`config.mk`:
```
export PLATFORM = sky130hd
export DESIGN_NAME = pipelined_decomposed_rca
export DESIGN_NICKNAME = d
export VERILOG_FILES = /design/src/rtl/pipelined_decomposed_rca.sv
export SDC_FILE = /design/constraint.sdc
export NUM_CORES = 1
export LEC_CHECK = 0
export ABC_CLOCK_PERIOD_IN_PS = 1600
export BUFFER_PORTS_ARGS = -buffer_cell sky130_fd_sc_hd__buf_2
export CAP_MARGIN = 20
export CORE_ASPECT_RATIO = 1.2
export CORE_MARGIN = 3
export CORE_UTILIZATION = 47
export DETAILED_ROUTE_END_ITERATION = 8
export PLACE_DENSITY_LB_ADDON = 0.05
export SLEW_MARGIN = 20
export SYNTH_ARGS = -nofsm -noshare
export SYNTH_HDL_FRONTEND = slang
export SYNTH_SLANG_ARGS = --single-unit
```
`constraint.sdc`:
```
create_clock -name i_clk -period 1.6 [get_ports i_clk]
set_input_delay 0.08 -clock i_clk [delete_from_list [all_inputs] [get_ports i_clk]]
set_output_delay 0.08 -clock i_clk [all_outputs]
set_load 0.01 [all_outputs]
```
`src/rtl/pipelined_decomposed_rca.sv`:
```
// Pipelined ripple-carry adder/subtractor: one SEGW-bit segment resolved per clock,
// with operand skew and result deskew so a full result emerges every enabled cycle.
module pipelined_decomposed_rca #(
  parameter int NBIT = 16,
  parameter int NSEG = 4
) (
  input  logic            i_clk,
  input  logic            i_rst_n,
  input  logic            i_ce,
  input  logic            i_in_valid,
  input  logic [NBIT-1:0] i_a,
  input  logic [NBIT-1:0] i_b,
  input  logic            i_cin,
  input  logic            i_sub,
  output logic            o_out_valid,
  output logic [NBIT-1:0] o_s,
  output logic            o_cout,
  output logic            o_ovf
);

  localparam int SEGW = NBIT / NSEG;

  // Index p of these arrays is the pipeline position after p segments are resolved.
  logic [NBIT-1:0] w_a [0:NSEG-1];
  logic [NBIT-1:0] w_b [0:NSEG-1];
  logic [NBIT-1:0] w_s [0:NSEG];
  logic            w_c [0:NSEG];
  logic            w_v [0:NSEG];
  logic            w_ovf;

  logic [NBIT-1:0] r_in_a;
  logic [NBIT-1:0] r_in_b;
  logic            r_in_c;
  logic            r_in_v;

  // Acceptance register: subtract inversion and forced carry are folded in here.
  always_ff @(posedge i_clk or negedge i_rst_n) begin
    if (!i_rst_n) begin
      r_in_a <= '0;
      r_in_b <= '0;
      r_in_c <= 1'b0;
      r_in_v <= 1'b0;
    end else if (i_ce) begin
      r_in_v <= i_in_valid;
      if (i_in_valid) begin
        r_in_a <= i_a;
        r_in_b <= i_sub ? ~i_b : i_b;
        r_in_c <= i_sub | i_cin;
      end
    end
  end

  assign w_a[0] = r_in_a;
  assign w_b[0] = r_in_b;
  assign w_c[0] = r_in_c;
  assign w_v[0] = r_in_v;
  assign w_s[0] = '0;

  genvar gi;
  generate
    for (gi = 1; gi <= NSEG; gi++) begin : g_stage
      localparam int LO = (gi - 1) * SEGW;

      logic [SEGW-1:0] w_a_seg;
      logic [SEGW-1:0] w_b_seg;
      logic [SEGW:0]   w_full;
      logic [NBIT-1:0] r_s;
      logic            r_c;
      logic            r_v;

      assign w_a_seg = w_a[gi-1][LO +: SEGW];
      assign w_b_seg = w_b[gi-1][LO +: SEGW];
      assign w_full  = {1'b0, w_a_seg} + {1'b0, w_b_seg} + {{SEGW{1'b0}}, w_c[gi-1]};

      always_ff @(posedge i_clk or negedge i_rst_n) begin
        if (!i_rst_n) begin
          r_s <= '0;
          r_c <= 1'b0;
          r_v <= 1'b0;
        end else if (i_ce) begin
          r_v <= w_v[gi-1];
          if (w_v[gi-1]) begin
            r_s              <= w_s[gi-1];
            r_s[LO +: SEGW]  <= w_full[SEGW-1:0];
            r_c              <= w_full[SEGW];
          end
        end
      end

      assign w_s[gi] = r_s;
      assign w_c[gi] = r_c;
      assign w_v[gi] = r_v;

      if (gi < NSEG) begin : g_skew
        logic [NBIT-1:0] r_a;
        logic [NBIT-1:0] r_b;

        always_ff @(posedge i_clk or negedge i_rst_n) begin
          if (!i_rst_n) begin
            r_a <= '0;
            r_b <= '0;
          end else if (i_ce && w_v[gi-1]) begin
            r_a <= w_a[gi-1];
            r_b <= w_b[gi-1];
          end
        end

        assign w_a[gi] = r_a;
        assign w_b[gi] = r_b;
      end else begin : g_last
        logic w_c_into_msb;
        logic r_ovf;

        // Carry into the MSB recovered from the MSB sum bit and its operands.
        assign w_c_into_msb = w_a_seg[SEGW-1] ^ w_b_seg[SEGW-1] ^ w_full[SEGW-1];

        always_ff @(posedge i_clk or negedge i_rst_n) begin
          if (!i_rst_n) begin
            r_ovf <= 1'b0;
          end else if (i_ce && w_v[gi-1]) begin
            r_ovf <= w_c_into_msb ^ w_full[SEGW];
          end
        end

        assign w_ovf = r_ovf;
      end
    end
  endgenerate

  assign o_out_valid = w_v[NSEG];
  assign o_s         = w_s[NSEG];
  assign o_cout      = w_c[NSEG];
  assign o_ovf       = w_ovf;

endmodule

```
==> results of run 1 <==
[routing by layer]
| metal | track usage (%) | vias up | part of all wire [%] |
|---|---|---|---|
| met4 | 6.40 | 0 | 1.6 |
| li1 | - | 1560 | - |
| met3 | 4.61 | 11 | 3.7 |
| met5 | 0 | - | 0 |
| met2 | 23.8 | 58 | 47 |
| met1 | 21.2 | 1520 | 48 |
[kinds of logic after synthesis]
family,after synthesis
muxes,93
adders and majority gates,20
DFF,131
and+or+nand+nor,42
buffers and inverters,33
AOI/OAI and AO/OA,53
xor gates and xnor gates,25
[Yosys cell counts]
library cell,n
sky130_fd_sc_hd__nor2_1,4
sky130_fd_sc_hd__nand2_4,3
sky130_fd_sc_hd__dfrtp_1,131
sky130_fd_sc_hd__fa_1,8
sky130_fd_sc_hd__buf_4,2
sky130_fd_sc_hd__a21oi_1,11
sky130_fd_sc_hd__clkbuf_1,4
sky130_fd_sc_hd__nand3b_1,1
sky130_fd_sc_hd__a21o_1,5
sky130_fd_sc_hd__nand2_1,32
sky130_fd_sc_hd__buf_2,6
sky130_fd_sc_hd__ha_1,12
sky130_fd_sc_hd__nor2b_1,2
sky130_fd_sc_hd__o21ai_0,36
sky130_fd_sc_hd__buf_6,6
sky130_fd_sc_hd__inv_1,15
sky130_fd_sc_hd__mux2_4,30
sky130_fd_sc_hd__xor2_1,7
sky130_fd_sc_hd__a211oi_1,1
sky130_fd_sc_hd__xnor2_1,18
sky130_fd_sc_hd__mux2_1,5
sky130_fd_sc_hd__mux2_2,58
[state kept, by name (all words and copies together) (netlist names)]
signal / cells
o_out_valid: 1
g_stage.r_s: 24
g_stage.g_skew.r_a: 24
r_in_b: 16
g_stage.g_skew.r_b: 24
r_in_a: 16
r_in_v: 1
o_cout: 1
o_s: 16
g_stage.r_v: 3
o_ovf: 1
r_in_c: 1
g_stage.r_c: 3
[metrics by stage]
step | setup slack, ns | cells
finish | -0.106 | 668
global route | -0.175 | 668
CTS | -0.117 | 667
detailed placement | -0.123 | 603
global placement | -0.0894 | 603
floorplan | -0.0505 | 397
[final timing paths]
kind,endpoint,cells past startpoint,slack [ns]
min reg2reg,o_s[12],2,0.47
max in group asynchronous,g_stage[1].g_skew.r_a[11],3,0.76
min,r_in_v,2,0.06
max,g_stage[3].r_c,5,-0.11
min in group asynchronous,g_stage[1].r_s[3],3,0.34
max reg2reg,g_stage[3].r_c,5,-0.11
[cell usage in the layout (no fill, tap or decap), drive strengths merged]
| cell | count |
|---|---|
| nor2 | 4 |
| o21ai | 36 |
| bufinv | 1 |
| xor2 | 7 |
| mux2 | 93 |
| ha | 12 |
| a21o | 5 |
| nand2 | 35 |
| inv | 15 |
| a21oi | 11 |
| dlygate4sd3 | 34 |
| nand3b | 1 |
| clkinv | 3 |
| clkbuf | 26 |
| fa | 8 |
| xnor2 | 18 |
| buf | 68 |
| a211oi | 1 |
| nor2b | 2 |
| dfrtp | 131 |
[power groups by stage]
stage	Combinational (mW)	Sequential, mW	Clock (mW)
6_report	3.33	5.17	3.67
3_5_place_dp	3.14	5.24	0
5_1_grt	3.77	5.33	3.94
2_1_floorplan	2.24	5.10	0
3_3_place_gp	3.03	5.18	0
4_1_cts	3.27	5.19	3.79
[layout make-up]
cell class	count	area [um^2]	area share, %
well taps	157	196	2.78
clock inverters	4	45.0	0.638
multi-input cells	233	2210	31.3
clock buffers	26	529	7.50
repair buffers	102	742	10.5
inverters	15	56.3	0.797
flip-flops and latches	131	3280	46.4
[what timing repair did]
item,4_1_cts,5_1_grt
endpoints found under the setup margin,9,16
buffers inserted,0,1
pin swaps,3,3
gates resized for setup,5,14
endpoints found under the hold margin,164,0
hold buffers,34,0
==> flow_summary.json, run 1 <==
{
  "vdd.ir_drop.worst_mv": 0.687,
  "critical_path.reg2reg.startpoint": "g_stage[2].g_skew.r_b[8]",
  "clock_sinks": 131,
  "timing.critical_path.slowest_stage_cell": "sky130_fd_sc_hd__fa_2",
  "worstHoldPathType": "in2reg",
  "cpLargestDelayFamily": "adder cells",
  "vias_per_cell": 4.71,
  "clkPwrFrac_pct": 30.2,
  "clock_skew_ns": 0.00588,
  "wl_per_cell_um": 13.6,
  "n_fill_cell": 945,
  "power_switching_mw": 3.32,
  "post-synth-top-area-cell": "sky130_fd_sc_hd__dfrtp_1",
  "grt_start_max_net_pins": 132,
  "status": "complete, but fails checks",
  "synth_area_per_cell_um2": 14.2,
  "power_frac_seq_pct": 42.5,
  "power_leakage_nw": 3.40,
  "start_util_pct": 48.4,
  "maxClockFrequency_ghz": 0.586,
  "design.die.area_mm2": 0.0133,
  "worst-path-max-fanout": 2,
  "min_from": "i_ce",
  "arithmetic_cell_share_of_the_synthesized_area_counting_full_adders_half_adders_and_majority_gates_pct": 5.52,
  "critPathArrivalTime_ns": 1.98,
  "grt_pass1_vias": 3408,
  "totalPowerFinal_mw": 12.2,
  "grt_antenna_before_repair": 0,
  "mappedNetlistArea_mm2": 0.00562,
  "cts_made_buffers": 17,
  "clk_pin_slew_ns": 0.05,
  "gpl.final_weighted_congestion": 0.726,
  "finalWorstSetupSlack_ns": -0.106,
  "dpl_cell_area_mm2": 0.00610,
  "numPortBuffers": 56,
  "coreArea_mm2": 0.0116,
  "insertedDiodeCount": 0,
  "setup-violations-final": 3,
  "crit_start": "g_stage[2].g_skew.r_b[8]",
  "synth_cell_types": 22,
  "worst_setup_path_start_kind": "register",
  "drt_pass_1_iters": 4,
  "htreeDepth": 4,
  "hpwl_detailed_um": 5890,
  "grt_pass1_wl_um": 16400,
  "power_density_mw_per_mm2": 1720,
  "period_needed_ns": 1.71,
  "power.share.switching_pct": 27.3,
  "total_grt_overflow": 0,
  "drv_slew": 0,
  "post_synth_main_area_contributors": "sky130_fd_sc_hd__dfrtp_1 (58%), sky130_fd_sc_hd__mux2_2 (12%), sky130_fd_sc_hd__mux2_4 (8.0%)",
  "tritoncts_clock_tree": "yes",
  "layout-drive-gt1-share_pct": 40.3,
  "clock_tree.buffer_depth": 2,
  "wirelength_um": 9110,
  "clkLatencyLatePin_ns": 0.41,
  "die_h_um": 126,
  "path_class": "reg2reg",
  "final_hold_viol_count": 0,
  "portion_of_netlist_area_occupied_by_mux_cells_pct": 20.6,
  "kind_of_end_point_of_the_critical_path": "register",
  "vias": 3149,
  "worst_pin_slew_ns": 0.687,
  "postSynthNetCount": 455,
  "violations_in_the_final_reports": "negative setup slack",
  "drc": 0,
  "dominant_combinational_cell_family_by_area_after_synthesis": "multiplexers",
  "final.period_utilization_pct": 107,
  "rows": 43,
  "drt.antenna.violating_nets": 0,
  "relSlewSlack_pct": 54.2,
  "worst-endpoint-required_ns": 1.87,
  "max-cap-violations": 0,
  "grt_usage_pct": 15.6,
  "synth_compound_gate_area_share_pct": 4.99,
  "synth_largest_type_area_fraction_pct": 58.3,
  "top_level_ports": 57,
  "seq_area_frac_synth_pct": 58.3,
  "setup-tns-final_ns": -0.229,
  "portion_of_total_power_attributed_to_combinational_logic_pct": 27.4,
  "post_synth_xor_area_fraction_pct": 3.90,
  "finalCoreUtilization_pct": 60.8,
  "critical_path.max_stage_delay_ns": 0.41,
  "areaGrowthSynthToFinish_pct": 25.6,
  "crit_top_cell": "sky130_fd_sc_hd__fa_2",
  "worst-path-buf-inv": 0,
  "drtIter0Drc": 78,
  "number_of_flip_flops_and_latches_in_the_synthesized_netlist": 131,
  "grt_setup_unrepaired": "true",
  "synth-simple-area-share_pct": 3.36,
  "synth-warning-count": 0,
  "critical_path.cell_chain": "fa_2, fa_2, a21o_1, a211oi_2, a21oi_1",
  "worst_hold_slack_ns": 0.0589,
  "fp.dieW_um": 106,
  "design.final.nets": 558,
  "total_non_filler_cell_area_in_the_finished_layout_mm2": 0.00706,
  "syn-instance-count": 397,
  "clk_root_buffer_cell": "sky130_fd_sc_hd__clkbuf_16",
  "cellInternalPower_mw": 8.85
}
Power figures use the tool's default switching activity.
==> run 2, diff against run 1 <==
- CELL_PAD_IN_SITES_DETAIL_PLACEMENT: default -> 1
- CELL_PAD_IN_SITES_GLOBAL_PLACEMENT: default -> 1
- CORE_UTILIZATION: 47 -> 44
==> run 2 against run 1 <==
The flow still finishes with violations (negative setup slack); critical endpoint is now o_ovf; maximum frequency shrank 1.6%; power rose by 4.8%; sequential power hardly changed.
==> flow_summary.json, run 2 (synthesis results as in run 1) <==
{
  "power_density_mw_per_mm2": 1780,
  "kind_of_end_point_of_the_critical_path": "register",
  "dpl_cell_area_mm2": 0.00614,
  "period_needed_ns": 1.73,
  "grt_pass1_wl_um": 18500,
  "clock_sinks": 131,
  "path_class": "reg2reg",
  "wirelength_um": 10900,
  "worst_setup_path_start_kind": "register",
  "critPathArrivalTime_ns": 2.02,
  "rows": 44,
  "worst_pin_slew_ns": 0.540,
  "hpwl_detailed_um": 7130,
  "grt_pass1_vias": 3666,
  "wl_per_cell_um": 16.1,
  "final_hold_viol_count": 0,
  "violations_in_the_final_reports": "negative setup slack",
  "drt_pass_1_iters": 4,
  "grt_usage_pct": 17.4,
  "worstHoldPathType": "in2reg",
  "most_common_cell_after_layout_fill_and_taps_aside": "sky130_fd_sc_hd__dfrtp_1",
  "vias": 3262,
  "clk_root_buffer_cell": "sky130_fd_sc_hd__clkbuf_16",
  "total_grt_overflow": 0,
  "start_util_pct": 45.8,
  "maxClockFrequency_ghz": 0.577,
  "grt_setup_unrepaired": "true",
  "gpl.final_weighted_congestion": 0.802,
  "totalPowerFinal_mw": 12.8,
  "tritoncts_clock_tree": "yes",
  "layout_top_registers": "g_stage.g_skew.r_a (24), g_stage.g_skew.r_b (24), g_stage.r_s (24)",
  "relSlewSlack_pct": 64.0,
  "worst-endpoint-required_ns": 1.89,
  "power_leakage_nw": 3.42,
  "max-cap-violations": 0,
  "leading_cell_types_in_the_layout_fill_and_taps_excluded": "sky130_fd_sc_hd__dfrtp_1 (131), sky130_fd_sc_hd__mux2_2 (58), sky130_fd_sc_hd__buf_2 (55), sky130_fd_sc_hd__dlygate4sd3_1 (33), sky130_fd_sc_hd__nand2_1 (32)",
  "final.period_utilization_pct": 108,
  "finalWorstSetupSlack_ns": -0.134,
  "design.die.area_mm2": 0.0142,
  "design.final.nets": 559,
  "numPortBuffers": 56,
  "areaGrowthSynthToFinish_pct": 27.2,
  "cts_made_buffers": 17,
  "finalCoreUtilization_pct": 58.3,
  "vdd.ir_drop.worst_mv": 0.665,
  "die_h_um": 130,
  "worst-path-max-fanout": 2,
  "clk_pin_slew_ns": 0.06,
  "drv_slew": 0,
  "clock_tree.buffer_depth": 2,
  "top_level_ports": 57,
  "grt_antenna_before_repair": 0,
  "clock_skew_ns": 0.00650,
  "drc": 0,
  "htreeDepth": 4,
  "status": "complete, but fails checks",
  "insertedDiodeCount": 0,
  "clkLatencyLatePin_ns": 0.41,
  "drtIter0Drc": 84,
  "grt_start_max_net_pins": 52,
  "fp.dieW_um": 109,
  "coreArea_mm2": 0.0123,
  "drt.antenna.violating_nets": 0,
  "setup-violations-final": 7,
  "layout-drive-gt1-share_pct": 41.2,
  "vias_per_cell": 4.83,
  "total_non_filler_cell_area_in_the_finished_layout_mm2": 0.00715
}
==> run 2: metal layers <==
layer  wire length, um  up-vias  global-route usage, %  part of all wire (%)
li1                  -     1560                      -                     -
met1              4820     1636                   21.6                    44
met2              5560       51                   29.1                    51
met3               302       15                   4.85                   2.8
met4               172        0                   6.53                   1.6
met5                 0        -                      0                     0
==> run 2: path summary, 6_finish.rpt <==
check | start | endpoint | slack [ns] | depth (start not counted)
worst min-delay path | i_b[1] | r_in_b[1] | 0.02 | 4
max in group asynchronous | i_rst_n | g_stage[2].r_v | 0.87 | 3
min in group asynchronous | i_rst_n | g_stage[3].g_skew.r_b[13] | 0.17 | 2
worst max-delay path | g_stage[3].g_skew.r_b[12] | o_ovf | -0.13 | 8
worst max register to register | g_stage[3].g_skew.r_b[12] | o_ovf | -0.13 | 8
worst min register to register | o_s[15] | o_s[15] | 0.47 | 2
==> run 2: critical path, stage by stage (launching register included) <==
cell                      delay (ns)
sky130_fd_sc_hd__dfrtp_1        0.39
sky130_fd_sc_hd__inv_2          0.06
sky130_fd_sc_hd__fa_2           0.21
sky130_fd_sc_hd__inv_2          0.04
sky130_fd_sc_hd__fa_2           0.33
sky130_fd_sc_hd__a21o_1         0.18
sky130_fd_sc_hd__a21oi_2        0.17
sky130_fd_sc_hd__xor2_1         0.16
sky130_fd_sc_hd__o21ai_1        0.07
==> run 2: report_power, final <==
part | internal (mW) | total, mW | leakage, nW | switching (mW)
clock network | 2.64 | 4.05 | 0.299 | 1.40
registers | 4.46 | 5.20 | 1.60 | 0.739
logic | 2.03 | 3.51 | 1.53 | 1.48
==> run 2: repair_timing <==
item                                    in CTS  in global routing
resized for setup                           11                  8
buffers inserted                             1                  1
pin swaps                                    6                  6
hold buffers                                33                  0
endpoints found under the hold margin       59                  0
gates cloned                                 0                  0
endpoints found under the setup margin      12                 11
==> run 2: final cells by class <==
class	instances	area, um^2
flip-flops and latches	131	3280
well taps	161	201
repair buffers	103	772
clock buffers	19	443
clock inverters	13	184
fillers	1212	5120
multi-input cells	233	2220
inverters	15	56.3
==> run 2: per-stage QoR <==
stage / instances / hold WS (ns) / setup slack, ns / setup TNS (ns)
global placement: 608 / 0.0715 / -0.0906 / -0.245
detailed placement: 608 / 0.0671 / -0.149 / -0.560
floorplan: 397 / -0.216 / -0.0505 / -0.0689
CTS: 674 / 0.00444 / -0.154 / -0.393
global route: 675 / 0.0285 / -0.207 / -0.885
finish: 675 / 0.0156 / -0.134 / -0.413
==> run 3, diff against run 2 <==
- ABC_AREA: default -> 1
- CORE_UTILIZATION: 44 -> 41
==> run 3 against run 2 <==
The run still ends with negative setup slack left; largest cell class unchanged; cell count is 31% higher; routed wire length is 18% higher; power is 6.3% lower; clock skew is 0.0031 ns higher; sequential power is 8.5% lower; worst hold slack better by 0.093 ns; maximum frequency is 5.7% higher; critical path depth is 2 lower; flip-flop and latch count stayed put.
==> flow_summary.json, run 3 <==
{
  "worst_pin_slew_ns": 0.505,
  "grt_start_max_net_pins": 50,
  "drt_pass_1_iters": 4,
  "worst_hold_slack_ns": 0.109,
  "layout_top_registers": "g_stage.g_skew.r_a (24), g_stage.g_skew.r_b (24), g_stage.r_s (24)",
  "gpl.final_weighted_congestion": 0.790,
  "worstHoldPathType": "in2reg",
  "leading_cell_types_in_the_layout_fill_and_taps_excluded": "sky130_fd_sc_hd__nand2_1 (237), sky130_fd_sc_hd__dfrtp_1 (131), sky130_fd_sc_hd__o21ai_0 (72), sky130_fd_sc_hd__buf_2 (55), sky130_fd_sc_hd__inv_1 (40)",
  "design.final.nets": 760,
  "final_hold_viol_count": 0,
  "grt_setup_unrepaired": "true",
  "worst-r2r-setup-slack_ns": -0.04,
  "critPathArrivalTime_ns": 1.93,
  "path_class": "reg2reg",
  "vias": 4215,
  "postSynthNetCount": 660,
  "power_frac_seq_pct": 39.8,
  "maxClockFrequency_ghz": 0.609,
  "cts_made_buffers": 17,
  "clkLatencyLatePin_ns": 0.42,
  "worst-path-max-fanout": 2,
  "portion_of_total_power_attributed_to_combinational_logic_pct": 21.0,
  "numPortBuffers": 56,
  "worst_r2r_endpoint": "g_stage[3].r_c",
  "clkPwrFrac_pct": 39.2,
  "fp.dieW_um": 113,
  "clock_sinks": 131,
  "post-synth-top-area-cell": "sky130_fd_sc_hd__dfrtp_1",
  "insertedDiodeCount": 0,
  "seq_area_frac_synth_pct": 58.5,
  "vdd.ir_drop.worst_mv": 0.593,
  "crit_start": "g_stage[2].r_c",
  "vias_per_cell": 4.78,
  "mappedNetlistArea_mm2": 0.00561,
  "drtIter0Drc": 140,
  "synth_top_flop_cell": "sky130_fd_sc_hd__dfrtp_1",
  "htreeDepth": 4,
  "drc": 0,
  "worstRegToRegCells": 6,
  "number_of_flip_flops_and_latches_in_the_synthesized_netlist": 131,
  "final.period_utilization_pct": 103,
  "grt_usage_pct": 18.2,
  "period_needed_ns": 1.64,
  "clock_skew_ns": 0.00962,
  "number_of_synthesized_flops_with_an_enable_pin": 0,
  "synth_cell_types": 23,
  "top_level_ports": 57,
  "grt_pass1_wl_um": 22000,
  "drv_slew": 0,
  "max-cap-violations": 0,
  "synth_area_per_cell_um2": 9.31,
  "drt.antenna.violating_nets": 0,
  "most_common_cell_after_layout_fill_and_taps_aside": "sky130_fd_sc_hd__nand2_1",
  "totalPowerFinal_mw": 12.0,
  "setup-tns-final_ns": -0.0621,
  "wl_per_cell_um": 14.5,
  "kind_of_end_point_of_the_critical_path": "register",
  "post_synth_most_frequent_cells": "sky130_fd_sc_hd__nand2_1 (242), sky130_fd_sc_hd__dfrtp_1 (131), sky130_fd_sc_hd__o21ai_0 (80)",
  "synth_largest_type_area_fraction_pct": 58.5,
  "areaGrowthSynthToFinish_pct": 28.1,
  "worst_setup_path_start_kind": "register",
  "synth-warning-count": 0,
  "grt_pass1_vias": 4522,
  "layout-drive-gt1-share_pct": 18.1,
  "design.die.area_mm2": 0.0151,
  "power_density_mw_per_mm2": 1670,
  "post_synth_main_area_contributors": "sky130_fd_sc_hd__dfrtp_1 (58%), sky130_fd_sc_hd__nand2_1 (16%), sky130_fd_sc_hd__o21ai_0 (7.1%)",
  "setup-violations-final": 2,
  "clk_pin_slew_ns": 0.06,
  "grt_antenna_before_repair": 0,
  "relSlewSlack_pct": 66.4,
  "worst-endpoint-required_ns": 1.89,
  "power_leakage_nw": 3.67,
  "cellInternalPower_mw": 8.54,
  "total_grt_overflow": 0,
  "pre_cts_ws_ns": -0.0958,
  "coreArea_mm2": 0.0133,
  "hpwl_detailed_um": 8140,
  "critical_path.reg2reg.startpoint": "g_stage[2].r_c",
  "start_util_pct": 42.2,
  "clk_root_buffer_cell": "sky130_fd_sc_hd__clkbuf_16",
  "finalWorstSetupSlack_ns": -0.0408,
  "die_h_um": 134,
  "syn-instance-count": 602,
  "tritoncts_clock_tree": "yes",
  "violations_in_the_final_reports": "negative setup slack",
  "clock_tree.buffer_depth": 2,
  "power.share.switching_pct": 28.6,
  "finalCoreUtilization_pct": 54.0,
  "rows": 46,
  "wirelength_um": 12800,
  "status": "complete, but fails checks",
  "synth_most_common_cell": "sky130_fd_sc_hd__nand2_1",
  "critical_path.endpoint": "g_stage[3].r_c",
  "power_switching_mw": 3.42,
  "async_reset_ff_share_pct": 100
}
-- run 3: changes by cell type after synthesis, sizes merged, moves of 2 or more --
cell	before	now
nand2	35	247
mux2	93	0
o21ai	36	81
inv	15	50
nand3	0	12
buf	14	22
a21oi	11	5
nor2	4	10
xor2	7	1
a21o	5	0
clkbuf	4	2
nand3b	1	3
nor2b	2	0
xnor2	18	16
-- run 3: what timing repair did --
action | CTS | global route
pin swaps | 2 | 8
hold buffers | 34 | 0
setup endpoints to repair | 6 | 10
setup buffers | 0 | 4
endpoints found under the hold margin | 64 | 0
resized for setup | 11 | 13
-- run 3: cells by family (layout without fill, tap and decap cells) --
group / count (synthesis) / count (layout) / share of synthesized area [%]
compound gates: 88 / 88 / 7.92
buf+inv: 74 / 186 / 6.25
fa+ha+maj: 20 / 20 / 5.53
flops: 131 / 131 / 58.5
simple gates: 272 / 272 / 19.2
xor+xnor: 17 / 17 / 2.66
-- run 3: final cells by class --
type	count	area [um^2]
fillers	1515	6110
flip-flops and latches	131	3280
multi-input cells	397	2010
repair buffers	105	786
clock buffers	17	425
clock inverters	14	284
well taps	168	210
inverters	50	190
-- run 3: routing by layer --
metal | wire length, um | global-route usage [%] | vias to the layer above
li1 | - | - | 2075
met1 | 5800 | 23.0 | 2060
met2 | 6460 | 30.9 | 69
met3 | 369 | 4.69 | 11
met4 | 159 | 5.41 | 0
met5 | 0 | 0 | -
-- run 3: critical path, stage by stage, from the launching register on --
cell	delay (ns)
sky130_fd_sc_hd__dfrtp_1	0.40
sky130_fd_sc_hd__fa_2	0.43
sky130_fd_sc_hd__fa_2	0.37
sky130_fd_sc_hd__nand2_2	0.08
sky130_fd_sc_hd__inv_2	0.03
sky130_fd_sc_hd__o21ai_1	0.12
sky130_fd_sc_hd__a22oi_1	0.08
-- run 3: power by group through the flow --
| stage | clock [mW] | combinational (mW) | sequential, mW |
|---|---|---|---|
| after detailed placement | 0 | 2.29 | 4.80 |
| after CTS | 4.76 | 2.46 | 4.77 |
| after global placement | 0 | 2.19 | 4.75 |
| final | 4.69 | 2.51 | 4.76 |
| after global routing | 4.93 | 2.90 | 4.88 |
| after floorplan | 0 | 1.42 | 4.78 |
-- run 3: how the worst min path moves through the flow --
stage	startpoint	to	depth (start not counted)
after floorplan	i_rst_n	g_stage[1].g_skew.r_a[10]	0
final	i_ce	r_in_v	2
after detailed placement	i_rst_n	o_s[7]	1
after global routing	i_ce	g_stage[1].r_v	2
after global placement	i_rst_n	o_s[7]	1
after CTS	i_ce	r_in_v	2
-- run 3: through the flow --
stage,cell area (um^2),instances
finish,7180,882
global route,7180,882
CTS,7130,878
detailed placement,6070,813
global placement,6070,813
floorplan,5610,602
